File: src/rtl/dtc_pkg.sv
// Shared types and constants for the DTC edge generator.
package dtc_pkg;

  typedef enum logic [1:0] {IDLE, COUNT, PULSE} dtc_state_e;

  // Fibonacci taps 16,14,13,11 (1-based), as a bit mask over q[15:0]
  localparam logic [15:0] LFSR_TAPS = 16'hB400;

  // Offset that maps a two's-complement code onto an unsigned delay
  function automatic int code_offset(input int w);
    return 1 << (w - 1);
  endfunction

endpackage

File: src/rtl/dtc_lfsr.sv
// 16-bit Fibonacci LFSR supplying one dither bit per accepted reference edge.
module dtc_lfsr
  import dtc_pkg::*;
#(
  parameter logic [15:0] SEED = 16'hACE1
) (
  input  logic clk,
  input  logic rst_n,
  input  logic en,
  output logic dbit
);

  logic [15:0] q;

  // Shift left, feedback from the XOR of the tapped bits
  always_ff @(posedge clk or negedge rst_n) begin
    if (!rst_n)  q <= SEED;
    else if (en) q <= {q[14:0], ^(q & LFSR_TAPS)};
  end

  assign dbit = q[0];

endmodule

File: src/rtl/dtc_edge_gen.sv
// Digital-to-time converter: turns a signed phase code into a feedback pulse
// delayed from ref_edge by (code + 2^(DOUT_WIDTH-1)) clk ticks.
// Optional dither: define DTC_DITHER_EN to add an LFSR LSB to each delay.
module dtc_edge_gen
  import dtc_pkg::*;
#(
  parameter int          DOUT_WIDTH = 7,
  parameter int          PULSE_W    = 2,
  parameter logic [15:0] LFSR_SEED  = 16'hACE1
) (
  input  logic                         clk,
  input  logic                         rst_n,
  input  logic signed [DOUT_WIDTH-1:0] code,
  input  logic                         code_valid,
  output logic                         code_ready,
  input  logic                         ref_edge,
  output logic                         fb_out,
  output logic                         busy,
  output logic                         overrun,
  output logic        [DOUT_WIDTH-1:0] delay_q
);

  localparam int PW = (PULSE_W > 1) ? $clog2(PULSE_W) : 1;
  localparam logic [DOUT_WIDTH-1:0] OFFSET = DOUT_WIDTH'(code_offset(DOUT_WIDTH));

  dtc_state_e            state;
  logic [DOUT_WIDTH-1:0] hold_code, cur_code, cnt, base, dly;
  logic [DOUT_WIDTH:0]   dsum;
  logic [PW-1:0]         pcnt;
  logic                  full, fire, dith;

  assign fire       = ref_edge && (state == IDLE);
  assign code_ready = !full;

  // A held code takes effect on the edge that consumes it
  assign base = (full ? hold_code : cur_code) + OFFSET;

`ifdef DTC_DITHER_EN
  dtc_lfsr #(.SEED(LFSR_SEED)) u_lfsr (
    .clk  (clk),
    .rst_n(rst_n),
    .en   (fire),
    .dbit (dith)
  );
`else
  // Without dither the seed plays no part; the dither bit is tied low
  assign dith = LFSR_SEED[0] & 1'b0;
`endif

  // Saturating add of the dither bit; exact mapping when dith is 0
  assign dsum = {1'b0, base} + {{DOUT_WIDTH{1'b0}}, dith};
  assign dly  = dsum[DOUT_WIDTH] ? '1 : dsum[DOUT_WIDTH-1:0];

  // One-entry holding register; accept and consume never coincide
  always_ff @(posedge clk or negedge rst_n) begin
    if (!rst_n) begin
      hold_code <= '0;
      full      <= 1'b0;
    end else if (code_valid && !full) begin
      hold_code <= code;
      full      <= 1'b1;
    end else if (fire && full) begin
      full      <= 1'b0;
    end
  end

  // Main FSM: load delay on ref_edge, count down, then emit PULSE_W-cycle pulse
  always_ff @(posedge clk or negedge rst_n) begin
    if (!rst_n) begin
      state    <= IDLE;
      busy     <= 1'b0;
      fb_out   <= 1'b0;
      overrun  <= 1'b0;
      cnt      <= '0;
      pcnt     <= '0;
      delay_q  <= '0;
      cur_code <= '0;
    end else begin
      overrun <= ref_edge && (state != IDLE);
      case (state)
        IDLE: if (ref_edge) begin
          if (full) cur_code <= hold_code;
          cnt     <= dly;
          delay_q <= dly;
          state   <= COUNT;
          busy    <= 1'b1;
        end
        COUNT: if (cnt == '0) begin
          fb_out <= 1'b1;
          pcnt   <= PW'(PULSE_W - 1);
          state  <= PULSE;
        end else begin
          cnt <= cnt - 1'b1;
        end
        PULSE: if (pcnt == '0) begin
          fb_out <= 1'b0;
          state  <= IDLE;
          busy   <= 1'b0;
        end else begin
          pcnt <= pcnt - 1'b1;
        end
        default: begin
          state  <= IDLE;
          busy   <= 1'b0;
          fb_out <= 1'b0;
        end
      endcase
    end
  end

endmodule

File: config.mk
export PLATFORM = sky130hd
export DESIGN_NAME = dtc_edge_gen
export DESIGN_NICKNAME = d
export VERILOG_FILES = /design/src/rtl/dtc_pkg.sv /design/src/rtl/dtc_lfsr.sv /design/src/rtl/dtc_edge_gen.sv
export SDC_FILE = /design/constraint.sdc
export NUM_CORES = 1
export LEC_CHECK = 0
export BUFFER_PORTS_ARGS = -buffer_cell sky130_fd_sc_hd__buf_2
export CAP_MARGIN = 20
export CORE_MARGIN = 3
export CORE_UTILIZATION = 30
export DETAILED_ROUTE_END_ITERATION = 8
export GPL_TIMING_DRIVEN = 0
export PLACE_DENSITY_LB_ADDON = 0.12
export SLEW_MARGIN = 40
export SYNTH_ARGS = -nofsm -noshare
export SYNTH_HDL_FRONTEND = slang
export SYNTH_SLANG_ARGS = --single-unit
File: constraint.sdc
create_clock -name clk -period 2.15 [get_ports clk]
set_input_delay 0.43 -clock clk [delete_from_list [all_inputs] [get_ports clk]]
set_output_delay 0.43 -clock clk [all_outputs]
set_load 0.01 [all_outputs]
==> flow_summary_export.csv, run 1 <==
group,metric,value,unit
timing,tightest_slew,657,ps
grt,grt_pass1_wl,4.89,mm
power_and_ir_drop,power.total,2.49,mW
routing,first_pass_iters,4,
power_and_ir_drop,power_density,1510,mW/mm2
floorplan,initial_utilization,31.5,%
logic_synthesis,synth-seq-cells,29,
clocking,path_clk_slew,60,ps
cells_and_area,diodes,0,
clocking,cts_buffers,5,
grt,overflow,0,
outcome,status,"finished, final reports clean",
setup_path,r2r_slack,250,ps
routing,drt_iter0_drc,45,
setup_path,r2r-end,"cnt[2]",
floorplan,rows,24,
routing,vias,1016,
routing,final_antenna_net_count,0,
grt,grt_use_total,11.9,%
cells_and_area,drive_gt1_share,33.5,%
setup_path,worstSetupPathType,"reg -> reg",
routing,via_per_inst,4.84,
placement,hpwl,2.06,mm
timing,setup_violations,0,
placement,gp_congestion,0.809,
setup_path,crit_end,"cnt[2]",
setup_path,cp-startpoint,"cnt[0]",
timing,grt_setup_unrepaired,"false",
timing,fin_crit,1900,ps
power_and_ir_drop,ir_drop,597,uV
logic_synthesis,avgSynthCellArea,10.8,um2
logic_synthesis,synth_cells,129,
setup_path,critPathLaunchType,"register",
logic_synthesis,synth-async-reset-ratio,100,%
clocking,htree_levels,2,
setup_path,cp_max_fo,5,
cells_and_area,area_growth,18.4,%
setup_path,r2r_cells,6,
grt,grt_pass1_vias,1005,
timing,skew,3.51,ps
clocking,cts.repair.resized,0,
setup_path,arrival,2060,ps
clocking,cts_setup_buffers,0,
floorplan,coreArea,0.00441,mm2
cells_and_area,final_common_cell,"dfrtp_1",
cells_and_area,final.fill_count,448,
setup_path,cp-end-kind,"register",
clocking,cts_buffer_depth,2,
logic_synthesis,yosysSeqAreaShare,52.1,%
routing,wl_per_cell,13.4,um
logic_synthesis,yosysUniqueCellTypes,30,
logic_synthesis,synth_edf_count,0,
clocking,cts_tree,"built",
clocking,cts_root_buf,"clkbuf_8",
clocking,ctsHoldBuffers,0,
power_and_ir_drop,leakagePower,0.785,nW
floorplan,die_area,0.00550,mm2
grt,antenna_found_initial,0,
clocking,numClockSinks,29,
routing,drt-total-wl,2.80,mm
timing,slew-limit-headroom,56.2,%
run,drv_cap,0,
clocking,insertion_delay,280,ps
floorplan,die_w,74.1,um
grt,grt_max_degree,30,
logic_synthesis,synthFlopType,"dfrtp_1",
placement,numPortBuffers,21,
timing,maxSlewViolCount,0,
logic_synthesis,syn_nets,141,
setup_path,required,2310,ps
timing,period_share,88.3,%
logic_synthesis,yosys_warnings,0,
cells_and_area,finalCoreUtilization,37.4,%
timing,fin_tns_setup,0,ps
routing,drc_errors,0,
floorplan,pin_count,22,
logic_synthesis,syn_area,0.00139,mm2
timing,hold_violations,0,
floorplan,die_h,74.1,um
min_path,min_path_type,"in -> async",
timing,max_freq,527,MHz
cells_and_area,final_cell_mix,"dfrtp_1, buf_2, mux2_2, o21ai_0, nand2_1",
setup_path,reg2reg_from,"cnt[0]",
cells_and_area,finish.net_count,169,
-- synth_stat cells, types with 2 or more instances --
cell	instances	area (um2)
a21oi_1	7	35.0
a22o_1	3	26.3
buf_2	3	15.0
buf_4	6	45.0
clkbuf_1	3	11.3
dfrtp_1	29	726
inv_1	7	26.3
mux2_2	11	124
mux2i_1	5	50.1
nand2_1	8	30.0
nand2b_1	3	18.8
nand3_1	3	15.0
nor2_1	5	18.8
nor2b_1	5	31.3
nor3_1	2	10.0
o21a_1	3	22.5
o21ai_0	10	50.1
o22ai_1	4	25.0
-- critical path, cell delays in order (launching register included) --
cell and delay [ps]:
dfrtp_1 370, inv_1 80, ha_1 250, nor2b_1 180, a311oi_2 480, o21ai_0 160
a22o_1 260
-- state kept, by name (all words and copies together) (netlist names) --
| register | cells |
|---|---|
| hold_code | 7 |
| full | 1 |
| overrun | 1 |
| cur_code | 1 |
| fb_out | 1 |
| pcnt | 1 |
| delay_q | 7 |
| state | 2 |
| busy | 1 |
| cnt | 7 |
-- metrics by stage --
stage	hold slack [ps]	cell area [um2]	setup slack (ps)	std cells
2_1_floorplan	134	1390	510	129
3_3_place_gp	478	1560	265	202
3_5_place_dp	484	1560	258	202
4_1_cts	201	1650	244	210
5_1_grt	229	1650	53.7	210
6_report	177	1650	252	210
-- where the power goes --
group | total [mW] | internal (mW) | switching (mW)
clock | 0.428 | 0.223 | 0.206
sequential | 0.977 | 0.800 | 0.177
combinational | 1.08 | 0.542 | 0.537
-- metal layers --
layer / global-route usage [%] / up-vias / part of all wire [%]
li1: - / 508 / -
met1: 16.3 / 472 / 47
met2: 16.9 / 30 / 46
met3: 4.19 / 6 / 5.7
met4: 5.43 / 0 / 1.9
met5: 0 / - / 0
-- logic make-up (layout without fill, tap and decap cells) --
group	after synthesis	count (layout)	synth area share (%)
flip-flops	29	29	52.1
AND/OR/NAND/NOR	31	31	12.0
buffers and inverters	20	49	7.82
adder cells (fa/ha/maj)	1	1	0.898
multiplexers	16	16	12.5
AO/OA/AOI/OAI	32	32	14.7
-- how the worst min path moves through the flow --
| stage | from | end | slack [ps] | cells past startpoint |
|---|---|---|---|---|
| 6_report | rst_n | state[1] | 180 | 1 |
| 3_3_place_gp | cur_code[6] | cur_code[6] | 480 | 1 |
| 4_1_cts | rst_n | state[1] | 200 | 1 |
| 5_1_grt | rst_n | cnt[1] | 230 | 1 |
| 3_5_place_dp | cur_code[6] | cur_code[6] | 480 | 1 |
| 2_1_floorplan | rst_n | busy | 130 | 0 |
-- area by class of cell --
cell class	instances	area (um2)	area share, %
inverter	7	26.3	1.59
multi-input combinational	80	558	33.8
tap	52	65.1	3.95
buffer	13	82.6	5.01
clock buffer	5	68.8	4.17
sequential	29	726	44.0
clock inverter	3	17.5	1.06
timing repair buffer	21	105	6.37
Power figures use the tool's default switching activity.
==> run 2, diff against run 1 <==
--- a/config.mk
+++ b/config.mk
@@ -14,2 +14,3 @@
 export PLACE_DENSITY_LB_ADDON = 0.12
+export REMOVE_ABC_BUFFERS = 1
 export SLEW_MARGIN = 40
@@ -18 +19,2 @@
 export SYNTH_SLANG_ARGS = --single-unit
+export TNS_END_PERCENT = 5
--- a/constraint.sdc
+++ b/constraint.sdc
@@ -3,2 +3,2 @@
 set_output_delay 0.43 -clock clk [all_outputs]
-set_load 0.01 [all_outputs]
+set_load 0.05 [all_outputs]
==> flow_summary_export.csv, run 2 (synthesis gave the netlist of run 1 again) <==
group,metric,value,unit
floorplan,rows,24,
run,drv_cap,0,
timing,tightest_slew,666,ps
clocking,cts_buffers,5,
routing,drt-total-wl,2.66,mm
setup_path,crit_end,"cnt[5]",
placement,hpwl,1.87,mm
floorplan,coreArea,0.00441,mm2
timing,fin_crit,1980,ps
setup_path,worstSetupPathType,"reg -> reg",
routing,via_per_inst,4.90,
floorplan,initial_utilization,31.5,%
clocking,htree_levels,2,
cells_and_area,final_cell_mix,"dfrtp_1, buf_2, mux2_2, o21ai_0, nand2_1",
routing,drc_errors,0,
timing,max_freq,506,MHz
power_and_ir_drop,power_density,1690,mW/mm2
setup_path,r2r_slack,170,ps
setup_path,crit_cells,6,
setup_path,path_delay_family,"compound AO/OA/AOI/OAI gates",
setup_path,cp_slowest_cell,"a311oi_4",
timing,skew,5.65,ps
timing,maxSlewViolCount,0,
setup_path,cp_cell_sequence,"inv_1 > ha_1 > nor2b_1 > a311oi_4 > o21ai_0 > a22o_1",
setup_path,required,2320,ps
setup_path,cp-end-kind,"register",
clocking,cts_setup_buffers,0,
clocking,numClockSinks,29,
clocking,path_clk_slew,60,ps
grt,overflow,0,
floorplan,die_w,74.1,um
timing,fin_tns_setup,0,ps
min_path,min_path_type,"in -> async",
routing,wl_per_cell,13.5,um
cells_and_area,final.fill_count,445,
grt,antenna_found_initial,0,
grt,grt_pass1_wl,4.70,mm
routing,final_antenna_net_count,0,
routing,drt_iter0_drc,29,
floorplan,die_h,74.1,um
timing,period_share,91.9,%
setup_path,reg2reg_from,"cnt[0]",
power_and_ir_drop,ir_drop,541,uV
routing,first_pass_iters,4,
routing,vias,965,
cells_and_area,stdcell_count,197,
grt,grt_max_degree,30,
timing,setup_violations,0,
setup_path,cp_num_buf_inv,1,
setup_path,cp_max_fo,14,
clocking,insertion_delay,280,ps
grt,grt_pass1_vias,964,
timing,grt_setup_unrepaired,"false",
placement,gp_congestion,0.767,
clocking,cts_tree,"built",
cells_and_area,drive_gt1_share,28.3,%
cells_and_area,reg_top3,"cnt (7), delay_q (7), hold_code (7)",
outcome,status,"finished, final reports clean",
cells_and_area,diodes,0,
clocking,cts_buffer_depth,2,
floorplan,die_area,0.00550,mm2
setup_path,arrival,2150,ps
setup_path,cpPeakStageDelay,520,ps
setup_path,r2r-end,"cnt[5]",
clocking,cts_root_buf,"clkbuf_8",
placement,numPortBuffers,21,
timing,hold_violations,0,
cells_and_area,area_growth,13.0,%
cells_and_area,finish.net_count,156,
cells_and_area,finalCoreUtilization,35.7,%
timing,slew-limit-headroom,55.6,%
setup_path,r2r_cells,6,
setup_path,cp-startpoint,"cnt[0]",
grt,grt_use_total,11.5,%
power_and_ir_drop,leakagePower,0.734,nW
placement,dp_cells,189,
setup_path,critPathLaunchType,"register",
cells_and_area,final_common_cell,"dfrtp_1",
floorplan,pin_count,22,
## run 2: changes by cell type in the layout (fill, tap and decap cells not counted)
cell and change:
a311oi_2 -1, a311oi_4 +1, buf_2 -3, buf_4 -6, buf_6 -1, clkinv_2 -2
clkinvlp_4 -1, nor2b_1 -1, nor2b_2 +1
## run 2: repair_timing
item,CTS,global route
cloned,0,0
hold buffers,0,0
resized for setup,2,0
pin swaps,0,1
setup endpoints to repair,3,3
## run 2: stage by stage
step	hold slack, ps	power (mW)	worst slack [ps]	area, um2
after detailed placement	484	2.24	-62.6	1480
final	180	2.65	174	1570
after CTS	205	2.69	110	1570
after global routing	239	2.88	14.3	1570
after global placement	474	2.21	-24.0	1480
after floorplan	134	1.94	236	1310
## run 2: layer usage
metal  track usage, %  share of wire [%]  up-vias
li1                 -                  -      483
met1             15.4                 50      461
met2             16.3                 44       16
met3             4.19                4.4        5
met4             6.04                2.3        0
met5                0                  0        -
## run 2: worst min path at each step
stage | startpoint | to | slack [ps] | depth (start not counted)
2_1_floorplan | rst_n | busy | 130 | 0
3_3_place_gp | cur_code[6] | cur_code[6] | 470 | 1
3_5_place_dp | cur_code[6] | cur_code[6] | 480 | 1
4_1_cts | rst_n | pcnt | 210 | 1
5_1_grt | rst_n | pcnt | 240 | 1
6_report | rst_n | pcnt | 180 | 1
## run 2: cell type report
cell class / count / area, um2 / share of cell area, %
Multi-Input combinational cell: 80 / 572 / 36.3
Sequential cell: 29 / 726 / 46.1
Timing Repair Buffer: 21 / 105 / 6.68
Clock buffer: 8 / 80.1 / 5.09
Inverter: 7 / 26.3 / 1.67
Tap cell: 52 / 65.1 / 4.13
## run 2: power by group
group	switching, mW	internal (mW)	total (mW)	leakage, nW
clock	0.194	0.229	0.423	0.0395
sequential	0.227	0.799	1.03	0.336
combinational	0.745	0.460	1.21	0.359
